<file path="config.mk">
export PLATFORM = sky130hd
export DESIGN_NAME = fc_layer_tiled
export DESIGN_NICKNAME = d
export VERILOG_FILES = /design/src/rtl/fc_layer_tiled.sv
export SDC_FILE = /design/constraint.sdc
export NUM_CORES = 2
export LEC_CHECK = 0
export ABC_AREA = 1
export CORE_MARGIN = 1.5
export CORE_UTILIZATION = 29
export CTS_BUF_LIST = sky130_fd_sc_hd__clkbuf_4 sky130_fd_sc_hd__clkbuf_8
export DETAILED_ROUTE_END_ITERATION = 16
export PLACE_DENSITY = 0.44
export SYNTH_ARGS = -nofsm -noshare
export SYNTH_HDL_FRONTEND = slang
export SYNTH_SLANG_ARGS = --single-unit
</file>
<file path="constraint.sdc">
create_clock -name clk -period 7.16 [get_ports clk]
set_clock_uncertainty 0.1 [all_clocks]
set_input_delay 0.716 -clock clk [delete_from_list [all_inputs] [get_ports clk]]
set_output_delay 0.716 -clock clk [all_outputs]
set_load 0.01 [all_outputs]
</file>
<file path="src/rtl/fc_layer_tiled.sv">
// Tiled FC layer: buffers one input vector, then computes NUM_NEURONS outputs NUM_PE lanes at a time (FC_TILED_RELU_EN clamps negatives to 0).
// Latency: INPUT_SIZE+1 cycles per group after the last input accept, then one result per accepted handshake.
// Backpressure: out_ready low holds EMIT outputs stable; in_ready stays low until the final neuron is taken.
module fc_layer_tiled #(
  parameter int NUM_NEURONS  = 10,
  parameter int INPUT_SIZE   = 16,
  parameter int NUM_PE       = 4,
  parameter int DATA_WIDTH   = 16,
  parameter int WEIGHT_WIDTH = 8,
  parameter int ACC_WIDTH    = 32,
  parameter int FRAC_BITS    = 8,
  parameter int OUT_WIDTH    = 16,
  localparam int NUM_GROUPS  = (NUM_NEURONS + NUM_PE - 1) / NUM_PE,
  localparam int WA_W = (NUM_GROUPS * INPUT_SIZE > 1) ? $clog2(NUM_GROUPS * INPUT_SIZE) : 1,
  localparam int BA_W = (NUM_GROUPS > 1) ? $clog2(NUM_GROUPS) : 1,
  localparam int OI_W = (NUM_NEURONS > 1) ? $clog2(NUM_NEURONS) : 1
) (
  input  logic                           clk,
  input  logic                           rst,
  input  logic                           in_valid,
  output logic                           in_ready,
  input  logic [DATA_WIDTH-1:0]          in_data,
  output logic [WA_W-1:0]                weight_addr,
  input  logic [NUM_PE*WEIGHT_WIDTH-1:0] weight_row,
  output logic [BA_W-1:0]                bias_addr,
  input  logic [NUM_PE*ACC_WIDTH-1:0]    bias_row,
  output logic                           out_valid,
  input  logic                           out_ready,
  output logic [OUT_WIDTH-1:0]           out_data,
  output logic [OI_W-1:0]                out_index,
  output logic                           out_last,
  output logic                           busy
);

  localparam int CNT_W  = (INPUT_SIZE > 1) ? $clog2(INPUT_SIZE) : 1;
  localparam int K_W    = $clog2(INPUT_SIZE + 1);
  localparam int E_W    = (NUM_PE > 1) ? $clog2(NUM_PE) : 1;
  localparam int PROD_W = DATA_WIDTH + WEIGHT_WIDTH;
  localparam int LAST_L = NUM_NEURONS - (NUM_GROUPS - 1) * NUM_PE;
  localparam int SAT_MAX_I = (1 << (OUT_WIDTH - 1)) - 1;
  localparam logic signed [ACC_WIDTH-1:0] SAT_MAX = ACC_WIDTH'(SAT_MAX_I);
  localparam logic signed [ACC_WIDTH-1:0] SAT_MIN = ACC_WIDTH'(-SAT_MAX_I - 1);

  localparam logic [1:0] S_LOAD    = 2'd0;
  localparam logic [1:0] S_COMPUTE = 2'd1;
  localparam logic [1:0] S_EMIT    = 2'd2;

  logic [1:0]                   state;
  logic [CNT_W-1:0]             cnt;
  logic [K_W-1:0]               k;
  logic [BA_W-1:0]              g;
  logic [E_W-1:0]               e;
  logic signed [DATA_WIDTH-1:0] buf_mem [INPUT_SIZE];
  logic signed [DATA_WIDTH-1:0] x_reg;
  logic signed [ACC_WIDTH-1:0]  acc [NUM_PE];
  logic signed [ACC_WIDTH-1:0]  term [NUM_PE];
  logic signed [ACC_WIDTH-1:0]  bias_lane [NUM_PE];
  logic [CNT_W-1:0]             k_addr;
  logic                         last_k, last_g, last_e;
  logic signed [ACC_WIDTH-1:0]  shifted;
  logic signed [OUT_WIDTH-1:0]  sat_val;

  function automatic logic signed [ACC_WIDTH-1:0] mac_term(
    input logic signed [DATA_WIDTH-1:0] x,
    input logic [WEIGHT_WIDTH-1:0]      w
  );
    logic signed [PROD_W-1:0] p;
    p = PROD_W'(x) * PROD_W'($signed(w));
    return {{(ACC_WIDTH - PROD_W){p[PROD_W-1]}}, p};
  endfunction

  // Address stays on the last element during the final accumulate cycle
  assign k_addr = (k >= K_W'(INPUT_SIZE)) ? CNT_W'(INPUT_SIZE - 1) : k[CNT_W-1:0];
  assign last_k = (k == K_W'(INPUT_SIZE));
  assign last_g = (g == BA_W'(NUM_GROUPS - 1));
  assign last_e = (e == (last_g ? E_W'(LAST_L - 1) : E_W'(NUM_PE - 1)));

  assign weight_addr = WA_W'(g) * WA_W'(INPUT_SIZE) + WA_W'(k_addr);
  assign bias_addr   = g;
  assign in_ready    = (state == S_LOAD);
  assign busy        = (state != S_LOAD);
  assign out_valid   = (state == S_EMIT);
  assign out_index   = OI_W'(g) * OI_W'(NUM_PE) + OI_W'(e);
  assign out_last    = out_valid && (out_index == OI_W'(NUM_NEURONS - 1));

  always_comb begin
    for (int p = 0; p < NUM_PE; p++) begin
      term[p]      = mac_term(x_reg, weight_row[p*WEIGHT_WIDTH +: WEIGHT_WIDTH]);
      bias_lane[p] = bias_row[p*ACC_WIDTH +: ACC_WIDTH];
    end
  end

  always_comb begin
    shifted = acc[e] >>> FRAC_BITS;
    if (shifted > SAT_MAX) begin
      sat_val = {1'b0, {(OUT_WIDTH - 1){1'b1}}};
    end else if (shifted < SAT_MIN) begin
      sat_val = {1'b1, {(OUT_WIDTH - 1){1'b0}}};
    end else begin
      sat_val = shifted[OUT_WIDTH-1:0];
    end
    out_data = sat_val;
`ifdef FC_TILED_RELU_EN
    if (sat_val[OUT_WIDTH-1]) out_data = '0;
`endif
  end

  // Vector buffer survives reset on purpose; only the counters are cleared
  always_ff @(posedge clk) begin
    if (state == S_LOAD && in_valid) buf_mem[cnt] <= in_data;
  end

  always_ff @(posedge clk or posedge rst) begin
    if (rst) begin
      state <= S_LOAD;
      cnt   <= '0;
      k     <= '0;
      g     <= '0;
      e     <= '0;
      x_reg <= '0;
      for (int p = 0; p < NUM_PE; p++) acc[p] <= '0;
    end else begin
      case (state)
        S_LOAD: begin
          if (in_valid) begin
            if (cnt == CNT_W'(INPUT_SIZE - 1)) begin
              cnt   <= '0;
              k     <= '0;
              g     <= '0;
              state <= S_COMPUTE;
            end else begin
              cnt <= cnt + CNT_W'(1);
            end
          end
        end
        S_COMPUTE: begin
          x_reg <= buf_mem[k_addr];
          // ROM data and x_reg trail the address by one cycle
          for (int p = 0; p < NUM_PE; p++) begin
            if (k == K_W'(1))    acc[p] <= bias_lane[p] + term[p];
            else if (k != '0)    acc[p] <= acc[p] + term[p];
          end
          if (last_k) begin
            e     <= '0;
            state <= S_EMIT;
          end else begin
            k <= k + K_W'(1);
          end
        end
        S_EMIT: begin
          if (out_ready) begin
            if (last_e) begin
              e <= '0;
              k <= '0;
              if (last_g) begin
                g     <= '0;
                state <= S_LOAD;
              end else begin
                g     <= g + BA_W'(1);
                state <= S_COMPUTE;
              end
            end else begin
              e <= e + E_W'(1);
            end
          end
        end
        default: state <= S_LOAD;
      endcase
    end
  end

endmodule

</file>
==> impl_metrics.tcl <==
set metrics [dict create \
    end_kind "flip-flop" \
    status "completed" \
    crit_path_start_kind "flip-flop" \
    final-hold-violation-count 0 \
    holdCritPathClass "in -> async" \
    synth-main-ff-cell "edfxtp_1" \
    std_cell_rows 143 \
    wl_met1_mm 69.03 \
    yosys_register_bits 415 \
    crit_slowest_cell "fa_1" \
    worst_pin_slew_ns 1.028 \
    cts_buffers 78 \
    clkSlewWorstSetupHoldPaths_ns 0.06 \
    drtPass1Iterations 5 \
    final_layout_size_suffix_gt1_share_pct 12.85 \
    drv_cap 0 \
    syn_nets 6551 \
    period_share_pct 93.47 \
    grt_max_degree 77 \
    cts_tree "yes" \
    synth_seq_area_share_pct 26.25 \
    synth_area_sq_um 44440 \
    seqCellArea_sq_um 11680 \
    area_growth_pct 21.44 \
    synth_cells 5647 \
    pin_count 212 \
    worstPathArrival_ns 7.21 \
    die-area_sq_um 155600 \
    finalMaxSlewViolations 0 \
    grt_pass1_vias 38864 \
    clkSinkCount 415 \
    track_usage_pct 19.29 \
    synth_area_per_cell_sq_um 7.869 \
    nFillCells 16199 \
    drt_wl_total_mm 152.7 \
    antenna_found_initial 11 \
    cp_slowest_stage_delay_ns 0.54 \
    largest_reg_flops 256 \
    cts_root_buf "clkbuf_8" \
    cp_data_required_time_ns 7.67 \
    clock_latency_ns 0.74 \
    start_util_pct 29.22 \
    coreArea_sq_um 152100 \
    multi_input_area_sq_um 27280 \
    path_max_fanout 15 \
    vias 37954 \
    drc_errors 0 \
    final_antenna_net_count 0 \
    crit_type "reg -> reg" \
    grt_pass1_wl_mm 231.4 \
    synth.distinct_cells 57 \
    synth_edf_count 256 \
    fin_nets 7083 \
    die_w_um 394.5 \
    rsz0062_at_grt "no" \
    finalSetupTns_ns 0 \
    drt_iter0_drc 2008 \
    overflow 0 \
    cpMostUsedCell "nand2_1" \
    clockBufferDepth 3 \
    period_needed_ns 6.693 \
    viasPerCell 4.589 \
    routed.top_layer "met5" \
    gp_congestion 0.9244 \
    dr_wl_met2_mm 73.81 \
    synth_warnings 0 \
    relSlewSlack_pct 31.46 \
    met3_length_mm 5.598 \
    fp.dieH_um 394.5 \
    hpwl_mm 119.7 \
    port-buffer-count 211 \
    htree_levels 3 \
    wl_per_cell_um 18.46 \
    finalSetupViolCount 0 \
    max_freq_mhz 149.4 \
    synthArstFlopShare_pct 38.31 \
]
[path summary, 6_finish.rpt]
| path | start | to | slack, ns | cells after the start |
|---|---|---|---|---|
| setup / recovery | x_reg[4] | acc[95] | 0.47 | 38 |
| max in group asynchronous | rst | x_reg[15] | 5.17 | 3 |
| setup reg to reg | x_reg[4] | acc[95] | 0.47 | 38 |
| hold reg to reg | acc[32] | acc[32] | 0.37 | 2 |
| hold / removal | rst | bias_addr[0] | 0.27 | 2 |
| min in group clk | acc[32] | acc[32] | 0.37 | 2 |
[layer usage]
layer | up-vias | global-route usage (%)
li1 | 18752 | -
met3 | 172 | 2.473
met4 | 10 | 4.924
met5 | - | 0
met2 | 641 | 33.53
met1 | 18379 | 25.18
[cell usage in the layout, fill, tap and decap left out, types with 13 or more instances in the layout]
cell / instances
inv_1: 1241
nand2_1: 1203
buf_4: 456
nor2_1: 420
fa_1: 415
ha_1: 307
o21ai_0: 304
a21oi_1: 257
edfxtp_1: 256
clkdlybuf4s50_1: 211
nand3_1: 169
dfrtp_1: 151
clkbuf_8: 84
xor2_1: 77
mux2_2: 75
xnor2_1: 61
a31oi_1: 60
o211ai_1: 41
o22ai_1: 40
nand4_1: 36
o221ai_1: 35
clkbuf_4: 34
o21ai_1: 29
or2_2: 29
buf_12: 28
nor3_1: 25
o31ai_1: 13
[kinds of logic after synthesis]
kind of cell	count (synthesis)	share of synthesized area [%]
AOI/OAI and AO/OA	846	10.83
xor gates and xnor gates	140	2.759
adders and majority gates	724	27.41
buffers and inverters	1495	12.79
DFF	415	26.25
muxes	82	2.092
and+or+nand+nor	1945	17.86
[metrics by stage]
step           worst slack (ns)  utilization [%]  instances  hold WS, ns  area (sq um)
2_1_floorplan            0.4267                -       5647       0.3434         44440
3_3_place_gp            -0.8607            34.26       8123       0.3565         52110
3_5_place_dp            -0.8142            34.26       8123       0.3614         52110
4_1_cts                0.004142            35.33       8263       0.2378         53730
5_1_grt                 0.01054            35.48       8271       0.2634         53960
6_report                 0.4672            35.48       8271       0.2705         53960
[what timing repair did]
item | in CTS | in global routing
buffers inserted | 1 | 4
cloned | 0 | 2
hold buffers | 0 | 0
pin swaps | 2 | 4
gates resized for setup | 5 | 30
endpoints found under the setup margin | 7 | 29
[cells in the mapped netlist (36+ instances only)]
cell / count / area share [%]
nand3_1: 172 / 1.9
xnor2_1: 61 / 1.2
o211ai_1: 41 / 0.69
a21oi_1: 262 / 3.0
mux2_2: 75 / 1.9
inv_1: 1247 / 11
nor2_1: 424 / 3.6
nand4_1: 36 / 0.51
edfxtp_1: 256 / 17
o22ai_1: 40 / 0.56
ha_1: 308 / 8.7
o21ai_0: 306 / 3.4
clkbuf_1: 191 / 1.6
a31oi_1: 62 / 0.87
nand2_1: 1204 / 10
dfrtp_1: 159 / 9.0
xor2_1: 79 / 1.6
fa_1: 416 / 19
[layout make-up]
class | instances | area share [%]
Clock inverter | 22 | 0.3617
Antenna cell | 2 | 0.009275
Timing Repair Buffer | 697 | 11.39
Multi-Input combinational cell | 3737 | 50.56
Inverter | 1250 | 8.723
Clock buffer | 118 | 2.615
Tap cell | 2030 | 4.707
Sequential cell | 415 | 21.64
[worst max-delay path, delay by kind of cell (launching register included)]
family	cells	cell delay [ns]
adders and majority gates	6	2.43
DFF	1	0.41
and+or+nand+nor	16	1.37
buffers and inverters	10	1.18
AOI/OAI and AO/OA	5	0.72
xor gates and xnor gates	1	0.32
Power is left out: the tool's default activity adds up to more than one toggle a clock period on the data nets, which glitch-free logic cannot reach.
